[config.mk]
export PLATFORM = sky130hd
export DESIGN_NAME = alu_uart_sequencer
export DESIGN_NICKNAME = d
export VERILOG_FILES = /design/src/rtl/alu_uart_pkg.sv /design/src/rtl/intf_timeout_counter.sv /design/src/rtl/alu_uart_sequencer.sv
export SDC_FILE = /design/constraint.sdc
export NUM_CORES = 1
export LEC_CHECK = 0
export CORE_MARGIN = 4
export CORE_UTILIZATION = 45
export DETAILED_ROUTE_END_ITERATION = 10
export PLACE_DENSITY = 0.86
export SLEW_MARGIN = 20
export SYNTH_ARGS = -nofsm -noshare
export SYNTH_HDL_FRONTEND = slang
export SYNTH_SLANG_ARGS = --single-unit
[constraint.sdc]
create_clock -name i_clock -period 2.2 [get_ports i_clock]
set_input_delay 0.33 -clock i_clock [delete_from_list [all_inputs] [get_ports i_clock]]
set_output_delay 0.33 -clock i_clock [all_outputs]
set_load 0.03 [all_outputs]
[src/rtl/alu_uart_pkg.sv]
// Shared definitions for the UART-to-ALU sequencer.
//
// Contents:
//   - Default operand and opcode widths.
//   - One-hot state encodings and the matching state enum.
//   - ALU opcode constants.
//   - A helper that tells which states count as "busy".
package alu_uart_pkg;

  localparam int DEF_SIZEDATA = 8;
  localparam int DEF_SIZEOP   = 6;

  localparam logic [5:0] STATE_OPA     = 6'b000001;
  localparam logic [5:0] STATE_OPB     = 6'b000010;
  localparam logic [5:0] STATE_OPCODE  = 6'b000100;
  localparam logic [5:0] STATE_EXEC    = 6'b001000;
  localparam logic [5:0] STATE_SEND    = 6'b010000;
  localparam logic [5:0] STATE_WAIT_TX = 6'b100000;

  typedef enum logic [5:0] {
    ST_OPA     = STATE_OPA,
    ST_OPB     = STATE_OPB,
    ST_OPCODE  = STATE_OPCODE,
    ST_EXEC    = STATE_EXEC,
    ST_SEND    = STATE_SEND,
    ST_WAIT_TX = STATE_WAIT_TX
  } state_e;

  localparam logic [5:0] ADD = 6'b100000;
  localparam logic [5:0] SUB = 6'b100010;
  localparam logic [5:0] AND = 6'b100100;
  localparam logic [5:0] OR  = 6'b100101;
  localparam logic [5:0] XOR = 6'b100110;
  localparam logic [5:0] SRA = 6'b000011;
  localparam logic [5:0] SRL = 6'b000010;
  localparam logic [5:0] NOR = 6'b100111;

  // A frame is in flight (no new RX bytes accepted) in these states.
  function automatic logic is_busy_state(input state_e s);
    return (s == ST_EXEC) || (s == ST_SEND) || (s == ST_WAIT_TX);
  endfunction

endpackage

[src/rtl/intf_timeout_counter.sv]
// Inter-byte idle counter for the sequencer.
//
// Counts cycles while enabled and not cleared. The count is held at zero
// whenever the counter is disabled, so entry into a counted state always
// starts from zero. expire is combinational and is suppressed in the cycle
// a clear arrives, letting a byte that lands on the last cycle win.
//
// Ports:
//   clk     in   clock, rising edge
//   rst     in   synchronous active-high reset
//   clr     in   restart the count (a byte arrived)
//   en      in   counting window active
//   expire  out  count reached CYCLES-1 with no clear this cycle
module intf_timeout_counter #(
  parameter int CYCLES = 16
) (
  input  logic clk,
  input  logic rst,
  input  logic clr,
  input  logic en,
  output logic expire
);

  localparam int             CW   = (CYCLES > 1) ? $clog2(CYCLES) : 1;
  localparam logic [CW-1:0]  LAST = CW'(CYCLES - 1);

  logic [CW-1:0] cnt_q, cnt_d;

  always_comb begin
    cnt_d = cnt_q;
    if (clr || !en) begin
      cnt_d = '0;
    end else if (cnt_q != LAST) begin
      cnt_d = cnt_q + 1'b1;
    end
  end

  assign expire = en && !clr && (cnt_q == LAST);

  always_ff @(posedge clk) begin
    if (rst) begin
      cnt_q <= '0;
    end else begin
      cnt_q <= cnt_d;
    end
  end

endmodule

[src/rtl/alu_uart_sequencer.sv]
// UART-to-ALU sequencer.
//
// Collects operand A, operand B and opcode from three consecutive RX bytes,
// presents them to the ALU, waits ALU_LATENCY extra cycles, captures the
// result and hands it to the UART TX with a start/done handshake. Bytes that
// arrive while a frame is in flight are dropped and reported.
//
// Optional feature (macro INTF_TIMEOUT_EN): abort a partial frame when no
// byte arrives for TIMEOUT_CYCLES cycles in OPB/OPCODE. Without the macro
// o_timeout is tied low and those states wait indefinitely.
//
// Ports:
//   i_clock       in   clock, rising edge
//   i_reset       in   synchronous active-high reset
//   i_rx_done     in   RX byte valid pulse
//   i_rx_data     in   RX byte
//   i_alu_result  in   ALU result
//   i_tx_done     in   TX finished pulse
//   o_alu_datoa   out  operand A
//   o_alu_datob   out  operand B
//   o_alu_opcode  out  opcode
//   o_tx_start    out  TX start pulse
//   o_tx_data     out  captured result for TX
//   o_busy        out  frame in flight
//   o_rx_drop     out  RX byte ignored pulse
//   o_timeout     out  frame aborted pulse
module alu_uart_sequencer
  import alu_uart_pkg::*;
#(
  parameter int SIZEDATA       = DEF_SIZEDATA,
  parameter int SIZEOP         = DEF_SIZEOP,
  parameter int ALU_LATENCY    = 0,
  parameter int TIMEOUT_CYCLES = 1_000_000
) (
  input  logic                i_clock,
  input  logic                i_reset,
  input  logic                i_rx_done,
  input  logic [SIZEDATA-1:0] i_rx_data,
  input  logic [SIZEDATA-1:0] i_alu_result,
  input  logic                i_tx_done,
  output logic [SIZEDATA-1:0] o_alu_datoa,
  output logic [SIZEDATA-1:0] o_alu_datob,
  output logic [SIZEOP-1:0]   o_alu_opcode,
  output logic                o_tx_start,
  output logic [SIZEDATA-1:0] o_tx_data,
  output logic                o_busy,
  output logic                o_rx_drop,
  output logic                o_timeout
);

  localparam logic [3:0] LAT_LAST = 4'(ALU_LATENCY);

  state_e              state_q, state_d;
  logic [SIZEDATA-1:0] datoa_q, datoa_d;
  logic [SIZEDATA-1:0] datob_q, datob_d;
  logic [SIZEOP-1:0]   opcode_q, opcode_d;
  logic [SIZEDATA-1:0] tx_data_q, tx_data_d;
  logic [3:0]          lat_q, lat_d;
  logic                tx_start_q, tx_start_d;
  logic                busy_q, busy_d;
  logic                rx_drop_q, rx_drop_d;
  logic                timeout_q, timeout_d;
  logic                tmo_expire;

`ifdef INTF_TIMEOUT_EN
  logic tmo_en;
  assign tmo_en = (state_q == ST_OPB) || (state_q == ST_OPCODE);

  intf_timeout_counter #(
    .CYCLES (TIMEOUT_CYCLES)
  ) u_timeout (
    .clk    (i_clock),
    .rst    (i_reset),
    .clr    (i_rx_done),
    .en     (tmo_en),
    .expire (tmo_expire)
  );
`else
  logic unused_timeout_cfg;
  assign unused_timeout_cfg = ^TIMEOUT_CYCLES;
  assign tmo_expire         = 1'b0;
`endif

  always_comb begin
    state_d    = state_q;
    datoa_d    = datoa_q;
    datob_d    = datob_q;
    opcode_d   = opcode_q;
    tx_data_d  = tx_data_q;
    lat_d      = lat_q;
    tx_start_d = 1'b0;
    rx_drop_d  = 1'b0;
    timeout_d  = 1'b0;

    unique case (state_q)
      ST_OPA: begin
        if (i_rx_done) begin
          datoa_d = i_rx_data;
          state_d = ST_OPB;
        end
      end
      ST_OPB: begin
        if (i_rx_done) begin
          datob_d = i_rx_data;
          state_d = ST_OPCODE;
        end else if (tmo_expire) begin
          state_d   = ST_OPA;
          timeout_d = 1'b1;
        end
      end
      ST_OPCODE: begin
        if (i_rx_done) begin
          opcode_d = i_rx_data[SIZEOP-1:0];
          lat_d    = '0;
          state_d  = ST_EXEC;
        end else if (tmo_expire) begin
          state_d   = ST_OPA;
          timeout_d = 1'b1;
        end
      end
      ST_EXEC: begin
        // EXEC spans ALU_LATENCY+1 cycles; the result is sampled on the last.
        if (lat_q == LAT_LAST) begin
          tx_data_d  = i_alu_result;
          tx_start_d = 1'b1;
          state_d    = ST_SEND;
        end else begin
          lat_d = lat_q + 4'd1;
        end
      end
      ST_SEND: begin
        state_d = ST_WAIT_TX;
      end
      ST_WAIT_TX: begin
        if (i_tx_done) begin
          state_d = ST_OPA;
        end
      end
      default: begin
        state_d = ST_OPA;
      end
    endcase

    if (i_rx_done && is_busy_state(state_q)) begin
      rx_drop_d = 1'b1;
    end

    busy_d = is_busy_state(state_d);
  end

  always_ff @(posedge i_clock) begin
    if (i_reset) begin
      state_q    <= ST_OPA;
      datoa_q    <= '0;
      datob_q    <= '0;
      opcode_q   <= '0;
      tx_data_q  <= '0;
      lat_q      <= '0;
      tx_start_q <= 1'b0;
      busy_q     <= 1'b0;
      rx_drop_q  <= 1'b0;
      timeout_q  <= 1'b0;
    end else begin
      state_q    <= state_d;
      datoa_q    <= datoa_d;
      datob_q    <= datob_d;
      opcode_q   <= opcode_d;
      tx_data_q  <= tx_data_d;
      lat_q      <= lat_d;
      tx_start_q <= tx_start_d;
      busy_q     <= busy_d;
      rx_drop_q  <= rx_drop_d;
      timeout_q  <= timeout_d;
    end
  end

  assign o_alu_datoa  = datoa_q;
  assign o_alu_datob  = datob_q;
  assign o_alu_opcode = opcode_q;
  assign o_tx_start   = tx_start_q;
  assign o_tx_data    = tx_data_q;
  assign o_busy       = busy_q;
  assign o_rx_drop    = rx_drop_q;
  assign o_timeout    = timeout_q;

endmodule

==> impl_results.md, run 1 <==
* Status: finished, final reports clean
* Drt total wl at roughly 3900 µm
* RePlAce Congestion at between 0.7 and 0.8
* Pins Over Slew Limit at 0
* DRC viols at 0
* Area delta synth->final at 35.0%
* Peak Freq at 0.542 GHz
* Syn Inst Count at around 180
* Die Wd at 70.9 µm
* Worst-path cell chain: nor4_4 > and4b_1 > mux2i_1 > nor2_1
* Via density at ~5.1
* Site Rows at 22
* Clk sinks at between 40 and 50
* Overall global routing resource usage at 16.2%
* Hold Crit Class: reg -> reg
* Hold_sp: o_alu_datob[6]
* Initial DRC Count at 51
* Reg-to-Reg Start: state_q[0]
* Avg Cell Area, Syn at about 10 µm²
* Nets in the synthesized netlist at 203
* Core area at ~3700 µm²
* Peak VDD IR at around 0.51 mV
* MaxCap Viol Count at 0
* Ant diodes at 0
* TritonCTS clock tree: yes
* Worst Tran Pin Value at between 0.5 and 0.6 ns
* Postcts setup bufs at 0
* CP bufs+invs at 0
* Resize count post-CTS at 0
* Largest net degree at the start of global routing at 38
* Critical path's slowest cell: and4b_1
* Inst Count DP at between 200 and 300
* Max incr delay on CP at between 0.5 and 0.6 ns
* H-Tree Depth at 2
* Mapped cell area at ~1800 µm²
* RSZ-0062 raised after global routing: false
* Initial Util at between 40% and 50%
* Final cell count without fillers at about 280
* Pleak at 0.000975 µW
* First-pass GRT wire length at approximately 6500 µm
* #FFs+latches synth at 43
* Routed Antenna Nets at 0
* Top-Level Pins at 54
* Slew margin rel. at between 60% and 70%
* Fin. Hold Viols at 0
* Vias in the first global route at 1448
* Root Buffer Master: clkbuf_8
* Worst path top cell family by delay: simple AND/OR/NAND/NOR gates
* Pre-CTS worst setup slack at a little under 0.3 ns
* Crit path required time at between 2 and 2.5 ns
* Count of warnings emitted by yosys at 0
* # setup viols final at 0
* Sequential share of the synthesized area at 48.4%
* DIE HEIGHT at 70.9 µm
* Setup Skew at roughly 0.0047 ns
* Hold buffers post-CTS at 0
* Detailed-route via count at 1427
* TNS Setup at 0 ns
* Synth unique cells at 36
* Setup crit start: state_q[0]
* Final Cycle Share at about 84%
* CTS clk-pin slew, worst paths at 0.07 ns
* Detailed placer's ending HPWL at about 2800 µm
* Final net count at between 200 and 300
* Crit-path max FO at 11
* Clock latency on the worst-skew pair at between 0.2 and 0.3 ns
* Drt pass-1 iters at 4
* Pwr Density at 660 nW/µm²
* Min cycle time layout at 1.84 ns
* Setup crit start kind: flip-flop
* Worst Hold Slack at 0.494 ns
* WS Path Type: reg -> reg
* Setup crit end kind: flip-flop
* Initial antenna violation count at 0
* Die ar. at about 5000 µm²
* WL/cell at approximately 14 µm
* Fin worst setup slack at 0.356 ns
* TritonCTS buffer count at 5
* Worst-case clock buffer depth at 2
* Layout cells sized above 1 at approximately 7.4%
* Count of buffers from port buffering at 52
* Overflow after GRT at 0
* Crit path DAT at 2.01 ns
[cell usage after synthesis, drive strengths merged]
master | instances | area, µm²
xor2 | 4 | 35.0
nor4 | 7 | 65.1
inv | 4 | 15.0
and3b | 1 | 8.76
a21oi | 2 | 10.0
buf | 10 | 76.3
or3b | 1 | 8.76
nand3 | 1 | 5.00
clkbuf | 5 | 18.8
o21ai | 4 | 20.0
and3 | 3 | 20.0
nor2 | 39 | 146
nand4 | 3 | 18.8
nor3 | 2 | 10.0
mux2i | 30 | 300
or3 | 1 | 6.26
and2 | 1 | 6.26
o21a | 1 | 7.51
a21boi | 1 | 7.51
and4b | 1 | 10.0
o211ai | 2 | 15.0
a21o | 1 | 7.51
and4 | 1 | 8.76
ha | 2 | 25.0
nand2 | 5 | 18.8
nor3b | 2 | 20.0
mux2 | 1 | 11.3
nor2b | 2 | 12.5
dfxtp | 43 | 861
conb | 1 | 3.75
[cells by family (layout without fill, tap and decap cells)]
kind of cell	count (synthesis)	after routing	share of synthesized area, %
buffers and inverters	19	69	6.19
AND/OR/NAND/NOR	70	70	20.5
flip-flops	43	43	48.4
XOR/XNOR	4	4	1.97
AO/OA/AOI/OAI	11	11	3.80
adder cells (fa/ha/maj)	2	2	1.41
multiplexers	31	31	17.5
other	1	1	0.211
[per-layer routing]
layer	share of wire, %	global-route usage [%]	routed length [µm]
met5	0	0	0
met1	44	19.5	1710
met3	9.5	8.95	370
met4	0.62	5.22	24
met2	46	24.6	1770
[power by group]
group	internal, µW	leakage (µW)	switching (µW)
clock network	286	0.0000515	253
logic	111	0.000576	116
registers	801	0.000348	19.1
total	1200	0.000975	388
[worst reg2reg max path, delay by kind of cell, from the launching register on]
| family | cells | cell delay (ns) |
|---|---|---|
| AND/OR/NAND/NOR | 3 | 1.05 |
| flip-flops | 1 | 0.41 |
| multiplexers | 1 | 0.27 |
[sequential cells by signal (all words and copies together) (netlist names)]
| signal | count |
|---|---|
| state_q | 6 |
| o_alu_opcode | 6 |
| o_rx_drop | 1 |
| o_alu_datoa | 8 |
| o_tx_data | 8 |
| lat_q | 4 |
| o_alu_datob | 8 |
| o_busy | 1 |
| o_tx_start | 1 |
[cells in the final DEF (no fill, tap or decap), types with 2 or more instances in the layout]
master	instances
o211ai_1	2
mux2i_1	30
a21oi_1	2
nor2_1	39
nand2_1	5
nand4_1	3
buf_4	5
nor3_1	2
dfxtp_1	43
ha_1	2
nor2b_1	2
clkdlybuf4s50_1	52
clkbuf_8	7
nor4_1	5
xor2_1	4
o21ai_0	4
inv_1	4
and3_1	2
[layout make-up]
class,count,area (µm²)
fillers,320,1340
flip-flops and latches,43,861
multi-input cells,119,808
repair buffers,57,558
clock buffers,8,100
well taps,48,60.1
inverters,4,15.0
[path summary, 6_finish.rpt]
path	end	slack (ns)	depth (start not counted)
min	o_alu_datob[6]	0.49	2
max reg2reg	o_alu_opcode[1]	0.36	4
max	o_alu_opcode[1]	0.36	4
min reg2reg	o_alu_datob[6]	0.49	2
[metrics by stage]
stage / utilization (%) / instance area (µm²) / total power [µW]
6_report: 64.2 / 2400 / 1590
5_1_grt: 64.2 / 2400 / 1660
4_1_cts: 64.2 / 2400 / 1600
3_5_place_dp: 61.5 / 2300 / 1070
3_3_place_gp: 61.5 / 2300 / 1060
2_1_floorplan: - / 1780 / 979
Note: power is estimated with default switching activity, not from simulation.
==> run 2, diff against run 1 <==
Clock period 2.2 ns to 1.85 ns, I/O delays scaled along.
==> run 2 against run 1 <==
Effect of this change:
- first-iteration DRC count increased by 41%
- sequential cell count is the same
- non-clock buffer count up 4
- critical endpoint is now lat_q[1]
- largest power group unchanged
- highest routed layer unchanged
==> impl_results.md, run 2 (same netlist as run 1, synthesis figures left out) <==
* Status: finished, final reports clean
* Overall global routing resource usage at 15.9% (-0.26 points)
* Postcts setup bufs at 0 (unchanged)
* Most common cell after layout, fill and taps aside: clkdlybuf4s50_1
* DIE HEIGHT at 70.9 µm (unchanged)
* Reg-to-Reg Start: lat_q[0]
* Resize count post-CTS at 0 (unchanged)
* Max incr delay on CP at 0.37 ns (-0.22 ns)
* Layout cells sized above 1 at 9.36% (+2.0 points)
* Crit path to: lat_q[1]
* Overflow after GRT at 0 (unchanged)
* Commonest non-fill, non-tap cells in the layout: clkdlybuf4s50_1, dfxtp_1, nor2_1
* Worst-path cell chain: inv_1 > ha_1 > or3b_1 > and3_2 > or3_1 > a21oi_1
* TritonCTS clock tree: yes
* Top-Level Pins at 54 (unchanged)
* Ant diodes at 0 (unchanged)
* Drt total wl at 3710 µm (-4.3%)
* Pwr Density at 752 nW/µm² (+14%)
* Pins Over Slew Limit at 0 (unchanged)
* # setup viols final at 0 (unchanged)
* Setup Skew at 0.00411 ns (-0.000563 ns)
* Count of buffers from port buffering at 52 (unchanged)
* First-pass GRT wire length at 6250 µm (-4.4%)
* Via density at 5.04 (-1.6%)
* Area delta synth->final at 35.8%
* Core area at 3740 µm² (unchanged)
* DRC viols at 0 (unchanged)
* CTS clk-pin slew, worst paths at 0.08 ns (about the same)
* Fin. Hold Viols at 0 (unchanged)
* RePlAce Congestion at 0.779 (+4.0%)
* Setup crit end kind: flip-flop
* MaxCap Viol Count at 0 (unchanged)
* Setup crit start kind: flip-flop
* Setup crit start: lat_q[0]
* Crit path required time at 2.08 ns (-0.29 ns)
* Final Cycle Share at 92.4% (+8.6 points)
* TNS Setup at 0 ns (unchanged)
* WS Path Type: reg -> reg
* Initial Util at 47.5% (unchanged)
* Reg2reg path depth at 6 (+2)
* Inst Count DP at 275 (+1.5%)
* Critical path's slowest cell: or3b_1
* Die Wd at 70.9 µm (unchanged)
* Hold Crit Class: reg -> reg
* Crit-path max FO at 5 (-6)
* Routed Antenna Nets at 0 (unchanged)
* Fin worst setup slack at 0.141 ns (-0.216 ns)
* Root Buffer Master: clkbuf_8
* Vias in the first global route at 1370 (-5.4%)
* Site Rows at 22 (unchanged)
* Capturing point of the worst reg2reg path: lat_q[1]
* Final cell count without fillers at 283 (+1.4%)
* Worst Hold Slack at 0.497 ns (+0.00308 ns)
* Reg2reg setup slack at 0.14 ns (-0.22 ns)
* Initial DRC Count at 72 (+41%)
* Detailed-route via count at 1425 (-0.14%)
* RSZ-0062 raised after global routing: false
* Final net count at 256 (+1.6%)
* H-Tree Depth at 2 (unchanged)
* Min cycle time layout at 1.71 ns (-0.134 ns)
* Peak VDD IR at 0.528 mV (+2.5%)
* Crit path DAT at 1.94 ns (-0.07 ns)
* Pre-CTS worst setup slack at 0.0806 ns (-0.214 ns)
* Die ar. at 5020 µm² (unchanged)
* Worst-case clock buffer depth at 2 (unchanged)
* Initial antenna violation count at 0 (unchanged)
* Drt pass-1 iters at 4 (unchanged)
* Power, Total at 1820 µW (+15%)
* Clk sinks at 43 (unchanged)
* Largest net degree at the start of global routing at 38 (unchanged)
* Clock latency on the worst-skew pair at 0.29 ns (about the same)
* Pleak at 0.000993 µW (+1.8%)
* TritonCTS buffer count at 5 (unchanged)
* WL/cell at 13.1 µm (-5.7%)
* Peak Freq at 0.585 GHz (+7.9%)
* Hold_sp: o_alu_datob[2]
* Detailed placer's ending HPWL at 2630 µm (-4.5%)
* Hold buffers post-CTS at 0 (unchanged)
run 2: cell types whose count changed in the layout (fill, tap and decap cells not counted), sizes merged:
cell	delta
buf	+4
clkbuf	-3
clkinv	+3
run 2: per-layer routing:
metal	part of all wire [%]	global-route usage [%]	up-vias
met5	0	0	-
met2	44	23.0	47
li1	-	-	719
met3	11	9.94	5
met4	1.9	6.89	0
met1	42	18.9	654
run 2: how the worst min path moves through the flow:
stage | endpoint | depth (start not counted) | slack [ns]
6_report | o_alu_datob[2] | 2 | 0.50
5_1_grt | o_tx_data[7] | 2 | 0.54
4_1_cts | o_alu_datob[5] | 2 | 0.50
3_5_place_dp | o_alu_datob[5] | 2 | 0.48
3_3_place_gp | o_alu_datob[0] | 2 | 0.47
2_1_floorplan | o_rx_drop | 2 | 0.41
run 2: through the flow:
step           utilization [%]  area, µm²
2_1_floorplan                -       1780
3_3_place_gp              62.3       2330
3_5_place_dp              62.3       2330
4_1_cts                   64.5       2420
5_1_grt                   64.5       2420
6_report                  64.5       2420
run 2: worst max-delay path, delay by kind of cell, from the launching register on:
| kind | cells | cell delay, ns |
|---|---|---|
| simple gates | 3 | 0.94 |
| compound gates | 1 | 0.14 |
| buf+inv | 1 | 0.07 |
| fa+ha+maj | 1 | 0.16 |
| flops | 1 | 0.34 |
run 2: cell type report:
| class | count | area (µm²) |
|---|---|---|
| Fill cell | 307 | 1330 |
| Tap cell | 48 | 60.1 |
| Timing Repair Buffer | 61 | 588 |
| Multi-Input combinational cell | 119 | 808 |
| Clock inverter | 3 | 15.0 |
| Sequential cell | 43 | 861 |
| Inverter | 4 | 15.0 |
| Clock buffer | 5 | 68.8 |
run 2: power by group:
group          leakage, µW  internal, µW  switching (µW)
Combinational     0.000597           137             133
Sequential        0.000348           953            28.8
Clock            0.0000477           258             309
Total             0.000993          1350             470
==> run 3, diff against run 2 <==
Settings changed: CAP_MARGIN from default to 20, SETUP_SLACK_MARGIN from default to 0.5.
==> run 3 against run 2 <==
Effect of this change:
- cell area increased by 15%
- first-iteration DRC count decreased by 38%
- count of clock-buffer cells in the layout increased by 1
- non-clock buffer count increased by 26
- final cell count increased by 9.2%
- combinational power increased by 24%
- sequential cell count unchanged
- highest routed layer unchanged
==> impl_results.md, run 3 (same netlist as run 1, synthesis figures left out) <==
* Count of buffers from port buffering at 52 (unchanged)
* Initial antenna violation count at 0 (unchanged)
* Setup Skew at 0.00530 ns (+0.00119 ns)
* Via density at 5.03 (about the same)
* Min cycle time layout at 1.60 ns (-0.113 ns)
* Clock latency on the worst-skew pair at 0.29 ns (about the same)
* Peak Freq at 0.626 GHz (+7.0%)
* Status: finished, final reports clean
* RSZ-0062 raised after global routing: true
* Drt total wl at 4730 µm (+27%)
* Drt pass-1 iters at 4 (unchanged)
* TritonCTS clock tree: yes
* Ant diodes at 0 (unchanged)
* Die ar. at 5020 µm² (unchanged)
* Die Wd at 70.9 µm (unchanged)
* Commonest non-fill, non-tap cells in the layout: nor2_1, dfxtp_1, mux2i_1
* # setup viols final at 0 (unchanged)
* Area delta synth->final at 56.8%
* TritonCTS buffer count at 5 (unchanged)
* Overall global routing resource usage at 18.7% (+2.8 points)
* Setup crit end kind: flip-flop
* Initial DRC Count at 45 (-38%)
* Routed Antenna Nets at 0 (unchanged)
* Largest net degree at the start of global routing at 38 (unchanged)
* CTS clk-pin slew, worst paths at 0.08 ns (about the same)
* DRC viols at 0 (unchanged)
* Top-Level Pins at 54 (unchanged)
* Peak VDD IR at 0.548 mV (+3.9%)
* Pleak at 0.00124 µW (+25%)
* Worst Hold Slack at 0.501 ns (+0.00345 ns)
* RePlAce Congestion at 0.770 (-1.2%)
* DIE HEIGHT at 70.9 µm (unchanged)
* Final net count at 282 (+10%)
* Crit path DAT at 1.83 ns (-0.11 ns)
* Detailed placer's ending HPWL at 2760 µm (+4.9%)
* H-Tree Depth at 2 (unchanged)
* Hold buffers post-CTS at 0 (unchanged)
* Crit path required time at 2.08 ns (about the same)
* Layout cells sized above 1 at 28.7% (+19 points)
* First-pass GRT wire length at 7450 µm (+19%)
* Number of fill cells at 261 (-15%)
* Pins Over Slew Limit at 0 (unchanged)
* Clk sinks at 43 (unchanged)
* Setup crit start kind: flip-flop
* Core area at 3740 µm² (unchanged)
* Crit-path max FO at 4 (-1)
* Initial Util at 47.5% (unchanged)
* Root Buffer Master: clkbuf_8
* MaxCap Viol Count at 0 (unchanged)
* WL/cell at 15.3 µm (+17%)
* Worst-case clock buffer depth at 2 (unchanged)
* Site Rows at 22 (unchanged)
* Fin. Hold Viols at 0 (unchanged)
* Detailed-route via count at 1555 (+9.1%)
* WS Path Type: reg -> reg
* Vias in the first global route at 1581 (+15%)
* Overflow after GRT at 0 (unchanged)
* TNS Setup at 0 ns (unchanged)
* Final Cycle Share at 86.3% (-6.1 points)
* Pwr Density at 776 nW/µm² (+3.2%)
* Most common cell after layout, fill and taps aside: nor2_1
* Hold Crit Class: reg -> reg
==> run 3: cell count changes in the layout (fill, tap and decap cells not counted), moves of 3 or more <==
| cell | change |
|---|---|
| dlygate4sd2_1 | +11 |
| buf_6 | +14 |
| dfxtp_4 | +5 |
| dfxtp_1 | -8 |
| nor4_1 | -3 |
| clkdlybuf4s50_1 | -33 |
| buf_4 | +12 |
| nor4_4 | +3 |
| clkdlybuf4s15_1 | +17 |
| dfxtp_2 | +3 |
| clkbuf_2 | +5 |
| clkinv_2 | -3 |
==> run 3: final cells by class <==
type | count | area [µm²] | share of cell area (%)
multi-input combinational | 119 | 902 | 32.3
sequential | 43 | 883 | 31.7
timing repair buffer | 87 | 797 | 28.6
clock buffer | 6 | 72.6 | 2.60
clock inverter | 2 | 60.1 | 2.15
tap | 48 | 60.1 | 2.15
inverter | 4 | 15.0 | 0.538
==> run 3: worst max-delay path: stages, from the launching register on <==
cell and delay, ns:
dfxtp_2 0.33, inv_2 0.08, ha_4 0.14, or3b_4 0.37
and3_4 0.17, or3_4 0.32, a21oi_2 0.11
==> run 3: worst paths after layout <==
kind	start	to	slack, ns	cells past startpoint
max reg2reg	lat_q[1]	lat_q[1]	0.25	6
min	o_alu_datob[4]	o_alu_datob[4]	0.50	2
min reg2reg	o_alu_datob[4]	o_alu_datob[4]	0.50	2
max	lat_q[1]	lat_q[1]	0.25	6
==> run 3: timing repair <==
item	in CTS	in global routing
gates resized for setup	64	42
buffers inserted	19	6
endpoints found under the hold margin	0	0
setup endpoints to repair	73	63
gates cloned	2	0
pin swaps	8	17
==> run 3: power by group <==
| group | internal (µW) | total (µW) | leakage, µW | switching (µW) |
|---|---|---|---|---|
| clock | 540 | 858 | 0.0000654 | 319 |
| combinational | 170 | 335 | 0.000823 | 166 |
| sequential | 950 | 972 | 0.000353 | 22.7 |
| total | 1660 | 2170 | 0.00124 | 507 |
==> run 3: per-layer routing <==
layer	wire [µm]	global-route usage, %
met1	1960	21.6
met2	2280	30.8
met3	409	8.52
met4	76	6.26
met5	0	0
==> run 3: metrics by stage <==
stage	cells	instance area, µm²	worst slack [ns]	total power (µW)	utilization [%]
3_3_place_gp	274	2340	0.115	1270	62.5
3_5_place_dp	274	2340	0.0808	1270	62.5
5_1_grt	309	2790	0.200	2250	74.5
6_report	309	2790	0.253	2170	74.5
2_1_floorplan	181	1820	0.315	1170	-
4_1_cts	303	2670	0.286	2140	71.4
